**config.mk**
```make
export PLATFORM = sky130hd
export DESIGN_NAME = alu_arbiter
export DESIGN_NICKNAME = d
export VERILOG_FILES = /design/src/rtl/alu_arbiter.sv
export SDC_FILE = /design/constraint.sdc
export NUM_CORES = 1
export LEC_CHECK = 0
export BUFFER_PORTS_ARGS = -buffer_cell sky130_fd_sc_hd__buf_2
export CORE_MARGIN = 3
export CORE_UTILIZATION = 45
export CTS_CLUSTER_SIZE = 20
export DETAILED_ROUTE_END_ITERATION = 8
export PLACE_DENSITY = 0.92
export SETUP_SLACK_MARGIN = 0.5
export SYNTH_ARGS = -nofsm -noshare
export SYNTH_HDL_FRONTEND = slang
export SYNTH_SLANG_ARGS = --single-unit
```
**constraint.sdc**
```tcl
create_clock -name CLK -period 1.7 [get_ports CLK]
set_input_delay 0.34 -clock CLK [delete_from_list [all_inputs] [get_ports CLK]]
set_output_delay 0.34 -clock CLK [all_outputs]
set_load 0.05 [all_outputs]
```
**src/rtl/alu_arbiter.sv**
```systemverilog
// alu_arbiter: round-robin arbiter that lets two requesters share one
// combinational ALU. Each accepted request takes three cycles:
// grant (IDLE -> ISSUE), issue to the ALU (ISSUE -> RESP), and result
// presentation (RESP -> IDLE). Opcodes outside 1..OP_MAX are accepted and
// acknowledged, but they report ERR and a zero result.
module alu_arbiter #(
   parameter int unsigned OP_MAX = 9
) (
   input  logic        CLK,
   input  logic        RST,
   input  logic        REQ0,
   input  logic [31:0] A0,
   input  logic [31:0] B0,
   input  logic [5:0]  OPRN0,
   output logic        ACK0,
   input  logic        REQ1,
   input  logic [31:0] A1,
   input  logic [31:0] B1,
   input  logic [5:0]  OPRN1,
   output logic        ACK1,
   output logic [31:0] ALU_A,
   output logic [31:0] ALU_B,
   output logic [5:0]  ALU_OPRN,
   input  logic [31:0] ALU_Y,
   output logic [31:0] RESULT,
   output logic        RESULT_ZERO,
   output logic        RESULT_ID,
   output logic        DONE,
   output logic        ERR,
   output logic        BUSY
);

   localparam logic [5:0] OP_MAX_L = 6'(OP_MAX);

   typedef enum logic [1:0] {
      IDLE,
      ISSUE,
      RESP
   } state_t;

   state_t      state;
   logic        last_gnt;
   logic        gnt_id;
   logic        lat_bad;

   logic        any_req;
   logic        nxt_gnt;
   logic [31:0] sel_a;
   logic [31:0] sel_b;
   logic [5:0]  sel_op;
   logic        sel_bad;

   // Pick the winner among the current requests and select its operands
   always_comb begin
      any_req = REQ0 | REQ1;
      nxt_gnt = 1'b0;
      if (REQ0 && REQ1) begin
         nxt_gnt = ~last_gnt;
      end else if (REQ1) begin
         nxt_gnt = 1'b1;
      end
      sel_a   = nxt_gnt ? A1 : A0;
      sel_b   = nxt_gnt ? B1 : B0;
      sel_op  = nxt_gnt ? OPRN1 : OPRN0;
      sel_bad = (sel_op == 6'd0) || (sel_op > OP_MAX_L);
   end

   // Three-state sequencer; every output is registered
   always_ff @(posedge CLK or negedge RST) begin
      if (!RST) begin
         state       <= IDLE;
         last_gnt    <= 1'b1;
         gnt_id      <= 1'b0;
         lat_bad     <= 1'b0;
         ACK0        <= 1'b0;
         ACK1        <= 1'b0;
         ALU_A       <= '0;
         ALU_B       <= '0;
         ALU_OPRN    <= '0;
         RESULT      <= '0;
         RESULT_ZERO <= 1'b0;
         RESULT_ID   <= 1'b0;
         DONE        <= 1'b0;
         ERR         <= 1'b0;
         BUSY        <= 1'b0;
      end else begin
         case (state)
            IDLE: begin
               if (any_req) begin
                  state    <= ISSUE;
                  gnt_id   <= nxt_gnt;
                  last_gnt <= nxt_gnt;
                  lat_bad  <= sel_bad;
                  ACK0     <= ~nxt_gnt;
                  ACK1     <= nxt_gnt;
                  // The ALU output registers double as the operand latch
                  ALU_A    <= sel_a;
                  ALU_B    <= sel_b;
                  ALU_OPRN <= sel_bad ? 6'd0 : sel_op;
                  BUSY     <= 1'b1;
               end
            end
            ISSUE: begin
               state       <= RESP;
               ACK0        <= 1'b0;
               ACK1        <= 1'b0;
               ALU_A       <= '0;
               ALU_B       <= '0;
               ALU_OPRN    <= '0;
               RESULT      <= lat_bad ? 32'd0 : ALU_Y;
               RESULT_ZERO <= ~lat_bad & (ALU_Y == 32'd0);
               RESULT_ID   <= gnt_id;
               DONE        <= 1'b1;
               ERR         <= lat_bad;
            end
            RESP: begin
               state <= IDLE;
               DONE  <= 1'b0;
               ERR   <= 1'b0;
               BUSY  <= 1'b0;
            end
            default: begin
               state <= IDLE;
            end
         endcase
      end
   end

endmodule
```
# Word level (Yosys, flattened, before mapping)
# Cells that the tools add are included.
[op_classes]
magnitude_cmp = 1
n_eq_ne = 3
n_mux = 23
bitwise = 5
reduce_logical = 11
[ops]
columns = ["cell", "n"]
rows = [
  ["32-bit 2-to-1 mux", 5],
  ["32-bit case mux with 2 select lines", 2],
  ["32-bit logical NOT", 1],
  ["6-bit 2-to-1 mux", 3],
  ["6-bit case mux with 2 select lines", 1],
  ["1-bit case mux with 2 select lines", 5],
  ["6-bit by 4-bit greater-than comparator with 1-bit output (second input constant)", 1],
  ["6-bit logical NOT", 1],
  ["2-bit AND reduction", 3],
  ["2-bit nonzero test", 3],
  ["1-bit 2-to-1 mux", 5],
  ["2-bit case mux with 2 select lines", 1],
  ["1-bit NOT", 3],
  ["2-bit by 1-bit equality test with 1-bit output (second input constant)", 1],
  ["2-bit equality test (second input constant)", 1],
  ["2-bit logical NOT", 1],
  ["2-bit 2-to-1 mux", 1],
  ["2-bit inequality test (second input constant)", 1],
  ["1-bit AND", 1],
  ["1-bit logical AND", 1],
  ["1-bit logical OR", 1],
  ["1-bit OR", 1],
]
[totals]
regBits = 114
output_inout_bits = 109

# Logic depth before layout (Yosys ltp)
# Gate-level depths: netlist of the first run.
[logic_depth]
depth_word = 8
mapped_depth = 8
mapped_depth_nobuf = 5

# Worst setup path before layout of the first run
# OpenSTA, ideal clock, no wires.
[synth_timing]
path_type = "register to register"
startpoint = "reg state[0]"
endpoint = "reg ALU_B[10]"
t_arrival_ps = 1427
slack_ps = 196
stages_incl_launch_ff = 9
synth_period_minus_slack_ps = 1504
cell_sequence = "dfrtp_1 > inv_1 > ha_1 > buf_2 > nor2b_2 > nand2b_1 > buf_4 > buf_6 > o2bb2ai_1"
[synth_between]
elab_chain_len = 3
word_cells_on_any_way = 6
classes_between = "2 x eq/ne; 1 x mux; 3 x reduce/logical"
[synth_lines]
columns = ["element", "line_no", "text"]
rows = [
  ["from (decl)", "41", "state_t state;"],
  ["from (signal assigned)", "71", "state <= IDLE;"],
  ["from (signal assigned)", "90", "state <= ISSUE;"],
  ["from (signal assigned)", "104", "state <= RESP;"],
  ["2-bit by 1-bit equality test with 1-bit output / 2-bit logical NOT (equally long branches)", "87", "case (state)"],
  ["2-bit nonzero test (no line) / 2-bit inequality test (equally long branches)", "n/a", ""],
  ["2-bit AND reduction (no line)", "n/a", ""],
  ["to (signal assigned)", "98", "ALU_B <= sel_b;"],
  ["to (decl)", "22", "output logic [31:0] ALU_B,"],
]
# Parallel ways exist; a longest one is shown, timed or not.
# A chain may end at the register's enable or synchronous reset.

# Worst setup path after layout of the first run
[layout_timing]
startpoint = "reg state[1]"
endpoint = "reg ALU_B[12]"
# Same word-level chain as after synthesis.

==> reports/qor_table.md, run 1 <==
| Stage | Metric | This run |
|---|---|---|
| critical path | Kind of end point of the critical path | flip-flop |
| clock tree | Worst-skew pair later-pin latency | 0.42 ns |
| placed design | Pre-CTS worst setup slack | 0.102 ns |
| critical path | Worst-path maximum fanout | 21 |
| final layout | Area occupied by multi-input gates | 2500 sq um |
| sta | Worst Max-Slew Pin Slew | 0.464 ns |
| synth | Number of synthesized flops with an enable pin | 0 |
| clock tree | Clock edge transition at the registers on the reported setup and hold paths | 0.06 ns |
| flow run | Number of maximum-capacitance violations | 0 |
| final layout | Proportion of layout cells with a drive suffix above 1 | 0.636 |
| critical path | Total buffers and inverters traversed by the critical path | 2 |
| drt | Via density | 5.74 |
| synth | Number of nets produced by synthesis | 617 |
| worst hold path | Min-delay worst type | in -> reg |
| grt | Number of global-route vias before repair | 5810 |
| power | Power Density | 2090 nW/um^2 |
| power | Total design power | 20500 uW |
| status | Status | complete, no violations |
| sta | Worst-case headroom to the max-slew limit | 0.689 |
| synth | Sequential element share of the synthesized area | 0.550 |
| final layout | Final #Nets | 1029 |
| critical path | Endpoint arrival time on the critical path | 1.91 ns |
| synth | Most frequently used cell type in the post-synthesis netlist | dfrtp_1 |
| grt | Antenna violations before repair | 2 |
| power | Static leakage power | 0.00497 uW |
| grt | Wire length of the first global-routing pass | 30900 um |
| floorplanning | Core region area | 11100 sq um |
| floorplanning | Initial core utilization | 0.469 |
| grt | Pin count of the biggest net entering global routing | 52 |
| synth | Count of yosys warnings during synthesis | 0 |
| synth | Syn Area/Cell | 11.9 sq um |
| floorplanning | IO Count | 285 |
| drt | Initial DRT Pass Iterations | 5 |
| sta | Setup-violating endpoint count in the final report | 0 |
| clock tree | H-tree depth reported by CTS | 4 |
| synth | Synth top area share | 0.544 |
| sta | Max-slew violations | 0 |
| synth | Largest area contributor in the netlist | dfrtp_1 |
| synth | Main synth FF type | dfrtp_1 |
| final layout | Fill cell count | 473 |
| synth | Asr flop ratio synth | 1.00 |
| synth | Yosys cell types | 36 |
| clock tree | Number of buffers inserted during clock tree synthesis | 17 |
| clock tree | CTS tree | done |
| sta | Crit path time final | 1.60 ns |
| sta | Maximum clock rate | 625 MHz |
| critical path | Type of origin of the critical path | flip-flop |
| drt | Count of unresolved DRC violations after routing | 0 |
| critical path | CP delay by family, top | flip-flops |
| critical path | Required arrival time at the worst endpoint | 2.01 ns |
| floorplanning | Die X | 113 um |
| clock tree | Clock sink count | 114 |
| sta | Setup TNS Final | 0 ns |
| grt | Global-route layer with the greatest usage | met2 |
| sta | Layout Skew | 0.0102 ns |
| synth | Cell area after synthesis | 5190 sq um |
| synth | Flip-flop and latch count after synthesis | 114 |
| sta | Final Hold Viols | 0 |
| critical path | Slowest cell on crit path | dfrtp_1 |
| drt | Residual antenna-violating net count after detailed routing | 0 |
| power | Maximum vdd drop | 1.51 mV |
| critical path | CP Class | reg -> reg |
| critical path | Longest individual stage delay on the worst path | 0.40 ns |
| floorplanning | Total die area | 12900 sq um |
| placed design | Last weighted congestion value of the routability-driven placer | 0.855 |
| floorplanning | Core Rows | 38 |
| synth | Top cells by area in the synthesized netlist | dfrtp_1 (54%), mux2i_1 (13%), o2bb2ai_1 (11%) |
| grt | Total congestion overflow | 0 |
| clock tree | Buffer depth of the longest clock path | 2 |
| clock tree | Clock root cell | clkbuf_16 |
| grt | Routing usage on met2 | 0.564 |
| final layout | Area occupied by registers | 2850 sq um |
| final layout | Synthesis-to-finish area growth | 88.8% |
| synth | Leading post-synthesis cells by instance count | dfrtp_1 (113), mux2i_1 (65), o2bb2ai_1 (65), inv_1 (37), o21ai_0 (37) |
| drt | Average wire per standard cell | 24.0 um |
| sta | Setup WS post-layout | 0.0991 ns |
| critical path | Series of cell instances along the critical path | inv_2 -> ha_4 -> nor2b_4 -> nand2b_4 -> buf_12 -> o2bb2ai_1 |
| synth | Post-Syn Instances | 437 |
| sta | Hold Slack | 0.166 ns |
| grt | Met1 track utilization from global routing | 0.332 |
| sta | Setup repair after global routing missed its margin | yes |
| drt | Sum of routed wire length over all layers | 24100 um |
| grt | Global Route met3 Usage | 0.0902 |
| placed design | I/O Buffers | 284 |
| drt | Overall via count from detail_route | 5761 |
| grt | Total routing usage reported by global routing | 0.317 |
| drt | DRT iter0 DRCs | 530 |
| floorplanning | Y dimension of the die | 113 um |
| placed design | DP Wirelength | 11400 um |
| sta | Post-route fraction of the period consumed by the critical path | 0.942 |
| final layout | Share of the core filled with cells in the final layout | 0.885 |
==> cell type report <==
cell class                 count  area share
antenna                        2    0.000510
clock inverter                 7     0.00612
timing repair buffer         423       0.366
tap                          140      0.0179
inverter                      37      0.0142
clock buffer                  25      0.0495
sequential                   114       0.291
multi-input combinational    256       0.255
==> per-layer routing <==
layer,share of wire,vias up
li1,-,2411
met1,0.34,2789
met2,0.51,428
met3,0.080,133
met4,0.070,0
met5,0,-
==> worst register-to-register path, stage by stage, from the launching register on <==
cell and delay (ns):
dfrtp_1 0.40, inv_2 0.13, ha_4 0.19, nor2b_4 0.23
nand2b_4 0.13, buf_12 0.19, o2bb2ai_1 0.23
==> kinds of logic after synthesis <==
kind of cell	Yosys count	synth area share
buf+inv	67	0.0708
fa+ha+maj	4	0.00964
compound gates	119	0.175
mux	70	0.139
flops	114	0.550
simple gates	63	0.0561
==> power by group <==
group | internal (uW) | switching, uW
Combinational | 5550 | 7120
Sequential | 3700 | 834
Clock | 2110 | 1230
==> what timing repair did <==
action	in CTS	in global routing
hold buffers	1	0
endpoints found under the setup margin	217	221
gates resized for setup	278	93
endpoints found under the hold margin	27	0
setup buffers	70	44
cloned	7	3
pin swaps	10	20
==> per-stage QoR <==
step,cell area (sq um),std cells
final,9810,1004
after global routing,9810,1004
after CTS,9100,955
after detailed placement,6920,845
after global placement,6920,845
after floorplan,5330,437
==> registers in the layout, indices dropped and copies added, names as in the netlist <==
signal,flops
lat_bad,1
RESULT_ID,1
gnt_id,1
ERR,1
state,2
RESULT,32
ALU_OPRN,6
BUSY,1
ALU_B,32
RESULT_ZERO,1
DONE,1
ACK1,1
last_gnt,1
ALU_A,32
ACK0,1
==> cell usage in the layout, fill, tap and decap left out, types with 11 or more instances in the layout <==
cell | synthesis | final
dfrtp_1 | 113 | 113
buf_6 | 13 | 118
o2bb2ai_1 | 65 | 40
buf_12 | 0 | 15
buf_2 | 12 | 174
mux2i_1 | 65 | 64
o2bb2ai_2 | 0 | 25
o21ai_2 | 1 | 23
clkbuf_16 | 0 | 20
o21ai_1 | 0 | 11
inv_1 | 37 | 35
buf_4 | 1 | 104
nand2_4 | 0 | 17
==> worst paths after layout <==
kind	end	depth (start not counted)	from	slack (ns)
setup / recovery	ALU_B[12]$_DFFE_PN0P_	6	state[1]$_DFFE_PN0P_	0.1
hold / removal	RESULT[11]$_DFFE_PN0P_	3	ALU_Y[11]	0.17
setup reg to reg	ALU_B[12]$_DFFE_PN0P_	6	state[1]$_DFFE_PN0P_	0.1
hold reg to reg	ALU_A[25]$_DFFE_PN0P_	1	ALU_A[25]$_DFFE_PN0P_	0.51
max in group asynchronous	ALU_A[11]$_DFFE_PN0P_	3	RST	0.64
min in group asynchronous	DONE$_DFFE_PN0P_	2	RST	0.42
(Power assumes the default switching activity.)
==> inputs of run 2 (changes only) <==
--- a/config.mk
+++ b/config.mk
@@ -11,7 +11,7 @@
 export CTS_CLUSTER_SIZE = 20
 export DETAILED_ROUTE_END_ITERATION = 8
 export PLACE_DENSITY = 0.92
-export SETUP_SLACK_MARGIN = 0.5
+export SETUP_SLACK_MARGIN = 0.02
 export SYNTH_ARGS = -nofsm -noshare
 export SYNTH_HDL_FRONTEND = slang
 export SYNTH_SLANG_ARGS = --single-unit
==> constraint.sdc (replaced) <==
create_clock -name CLK -period 1.7 [get_ports CLK]
set_input_delay 0.425 -clock CLK [delete_from_list [all_inputs] [get_ports CLK]]
set_output_delay 0.425 -clock CLK [all_outputs]
set_load 0.05 [all_outputs]
==> run 2 against run 1 <==
Net effect:
- critical path depth unchanged
- worst setup slack better by 0.025 ns
- count of clock-buffer cells in the layout down 6
- combinational power down 41%
- non-clock buffer count down 118
- die area unchanged
- final area down 24%
==> reports/qor_table.md, run 2 (synthesis gave the netlist of run 1 again) <==
| Stage | Metric | This run | vs previous |
|---|---|---|---|
| clock tree | Clock edge transition at the registers on the reported setup and hold paths | 0.06 ns | about the same |
| power | Internal cell power | 8090 uW | -29% |
| sta | Crit path time final | 1.58 ns | -0.0249 ns |
| sta | Maximum clock rate | 635 MHz | +1.6% |
| power | Maximum vdd drop | 1.10 mV | -27% |
| grt | Met1 track utilization from global routing | 0.263 | -0.0686 |
| clock tree | Worst-skew pair later-pin latency | 0.40 ns | -0.02 ns |
| placed design | Last weighted congestion value of the routability-driven placer | 0.843 | -1.3% |
| clock tree | Number of post-CTS setup repair buffers | 0 | -100% |
| final layout | Synthesis-to-finish area growth | 43.6% |  |
| final layout | Most frequent standard cell in the layout excluding fill and tap cells | buf_2 |  |
| critical path | Required arrival time at the worst endpoint | 2.01 ns | about the same |
| floorplanning | Die X | 113 um | unchanged |
| power | Static leakage power | 0.00387 uW | -22% |
| sta | Setup-violating endpoint count in the final report | 0 | unchanged |
| grt | Total congestion overflow | 0 | unchanged |
| grt | Total routing usage reported by global routing | 0.223 | -0.0941 |
| grt | Routing usage on met2 | 0.394 | -0.170 |
| clock tree | H-tree depth reported by CTS | 4 | unchanged |
| placed design | I/O Buffers | 284 | unchanged |
| sta | Layout Skew | 0.00974 ns | -0.000443 ns |
| drt | Residual antenna-violating net count after detailed routing | 0 | unchanged |
| final layout | Final #Nets | 911 | -11% |
| power | Sw Ratio | 0.470 | +0.0230 |
| sta | Setup repair after global routing missed its margin | no |  |
| grt | Number of global-route vias before repair | 4602 | -21% |
| floorplanning | Y dimension of the die | 113 um | unchanged |
| clock tree | Clock root cell | clkbuf_16 |  |
| sta | Worst-case headroom to the max-slew limit | 0.785 | +0.0957 |
| power | Total design power | 15300 uW | -26% |
| grt | Pin count of the biggest net entering global routing | 62 | +19% |
| drt | Count of unresolved DRC violations after routing | 0 | unchanged |
| floorplanning | Core Rows | 38 | unchanged |
| flow run | Number of maximum-capacitance violations | 0 | unchanged |
| sta | Worst Max-Slew Pin Slew | 0.319 ns | -0.145 ns |
| final layout | Most frequent cells in the layout | buf_2 (283), dfrtp_1 (113), mux2i_1 (65), o2bb2ai_1 (65) |  |
| final layout | Fill cell count | 862 | +82% |
| floorplanning | Initial core utilization | 0.469 | unchanged |
| drt | Overall via count from detail_route | 4513 | -22% |
| sta | Setup TNS Final | 0 ns | unchanged |
| grt | Antenna violations before repair | 1 | -1 |
| critical path | Kind of end point of the critical path | flip-flop |  |
| drt | Average wire per standard cell | 16.6 um | -31% |
| power | Clk pwr share | 0.236 | +0.074 |
| clock tree | Buffer depth of the longest clock path | 2 | unchanged |
| final layout | Registers with the most flip-flops | ALU_A x32, ALU_B x32, RESULT x32 |  |
| drt | Initial DRT Pass Iterations | 4 | -1 |
| critical path | Setup slack of the most critical reg-to-reg path | 0.12 ns | +0.02 ns |
| floorplanning | Total die area | 12900 sq um | unchanged |
| critical path | Endpoint arrival time on the critical path | 1.89 ns | -0.02 ns |
| critical path | CP Class | reg -> reg |  |
| final layout | Proportion of layout cells with a drive suffix above 1 | 0.468 | -0.168 |
| drt | DRT iter0 DRCs | 272 | -49% |
| power | Comb pwr share | 0.488 | -0.129 |
| clock tree | Number of buffers inserted during clock tree synthesis | 17 | unchanged |
| grt | Wire length of the first global-routing pass | 22500 um | -27% |
| power | Reg power frac | 0.276 | +0.055 |
| sta | Max-slew violations | 0 | unchanged |
| clock tree | Clock sink count | 114 | unchanged |
| worst hold path | Min-delay worst type | in -> reg |  |
| placed design | DP Wirelength | 10900 um | -4.5% |
| clock tree | CTS tree | done |  |
| floorplanning | IO Count | 285 | unchanged |
| grt | Global Route met3 Usage | 0.0536 | -0.0366 |
| critical path | Type of origin of the critical path | flip-flop |  |
| final layout | Share of the core filled with cells in the final layout | 0.673 | -0.212 |
| critical path | Worst-path maximum fanout | 25 | +19% |
| drt | Sum of routed wire length over all layers | 14700 um | -39% |
| grt | Global-route layer with the greatest usage | met2 |  |
| drt | Via density | 5.10 | -11% |
| power | Switching power summed over all nets | 7180 uW | -22% |
| power | Power Density | 2050 nW/um^2 | -2.2% |
| floorplanning | Core region area | 11100 sq um | unchanged |
| sta | Final Hold Viols | 0 | unchanged |
| status | Status | complete, no violations |  |
| sta | Post-route fraction of the period consumed by the critical path | 0.927 | -0.0147 |
==> run 2: routing by layer <==
metal / up-vias / wire [um]
met5: - / 0
met4: 0 / 311
met3: 23 / 930
met2: 193 / 7750
met1: 2137 / 5710
li1: 2160 / -
==> run 2: path summary, 6_finish.rpt <==
check,startpoint,end,cells after the start
min reg2reg,ALU_A[2]$_DFFE_PN0P_,ALU_A[2]$_DFFE_PN0P_,1
max,state[0]$_DFFE_PN0P_,ALU_B[13]$_DFFE_PN0P_,6
min in group asynchronous,RST,BUSY$_DFFE_PN0P_,2
max reg2reg,state[0]$_DFFE_PN0P_,ALU_B[13]$_DFFE_PN0P_,6
max in group asynchronous,RST,ALU_A[26]$_DFFE_PN0P_,3
min,ALU_Y[18],RESULT[18]$_DFFE_PN0P_,3
==> run 2: area by class of cell <==
| class | instances | area [sq um] | area share |
|---|---|---|---|
| clock inverter | 13 | 160 | 0.0215 |
| timing repair buffer | 305 | 1700 | 0.228 |
| tap | 140 | 175 | 0.0235 |
| sequential | 114 | 2850 | 0.383 |
| inverter | 37 | 139 | 0.0186 |
| clock buffer | 19 | 443 | 0.0594 |
| multi-input combinational | 256 | 1990 | 0.266 |
| antenna | 1 | 2.50 | 0.000336 |
==> run 2: worst max-delay path, stage by stage, from the launching register on <==
cell and delay (ns):
dfrtp_1 0.38, inv_1 0.13, ha_1 0.21, nor2b_2 0.23
nand2b_2 0.11, buf_4 0.23, o2bb2ai_1 0.20
==> run 2: what timing repair did <==
item | CTS | global route
gates resized for setup | 0 | 1
hold buffers | 1 | 0
endpoints found under the setup margin | 0 | 8
endpoints found under the hold margin | 10 | 0
==> run 2: per-stage QoR <==
step                      instances  hold slack, ns  setup slack (ns)  instance area, sq um
final                           885           0.241             0.124                  7460
after detailed placement        851           0.292            0.0539                  6840
after global routing            885           0.243            0.0353                  7460
after floorplan                 437           0.129             0.196                  5190
after global placement          851           0.289            0.0950                  6840
after CTS                       884           0.220             0.118                  7450
==> run 2: power by group through the flow <==
stage | combinational (uW) | sequential (uW) | clock, uW
floorplan | 2360 | 7290 | 0
global placement | 7330 | 4200 | 0
detailed placement | 7500 | 4220 | 0
CTS | 7510 | 4220 | 3650
global route | 7880 | 4330 | 3790
finish | 7450 | 4220 | 3600
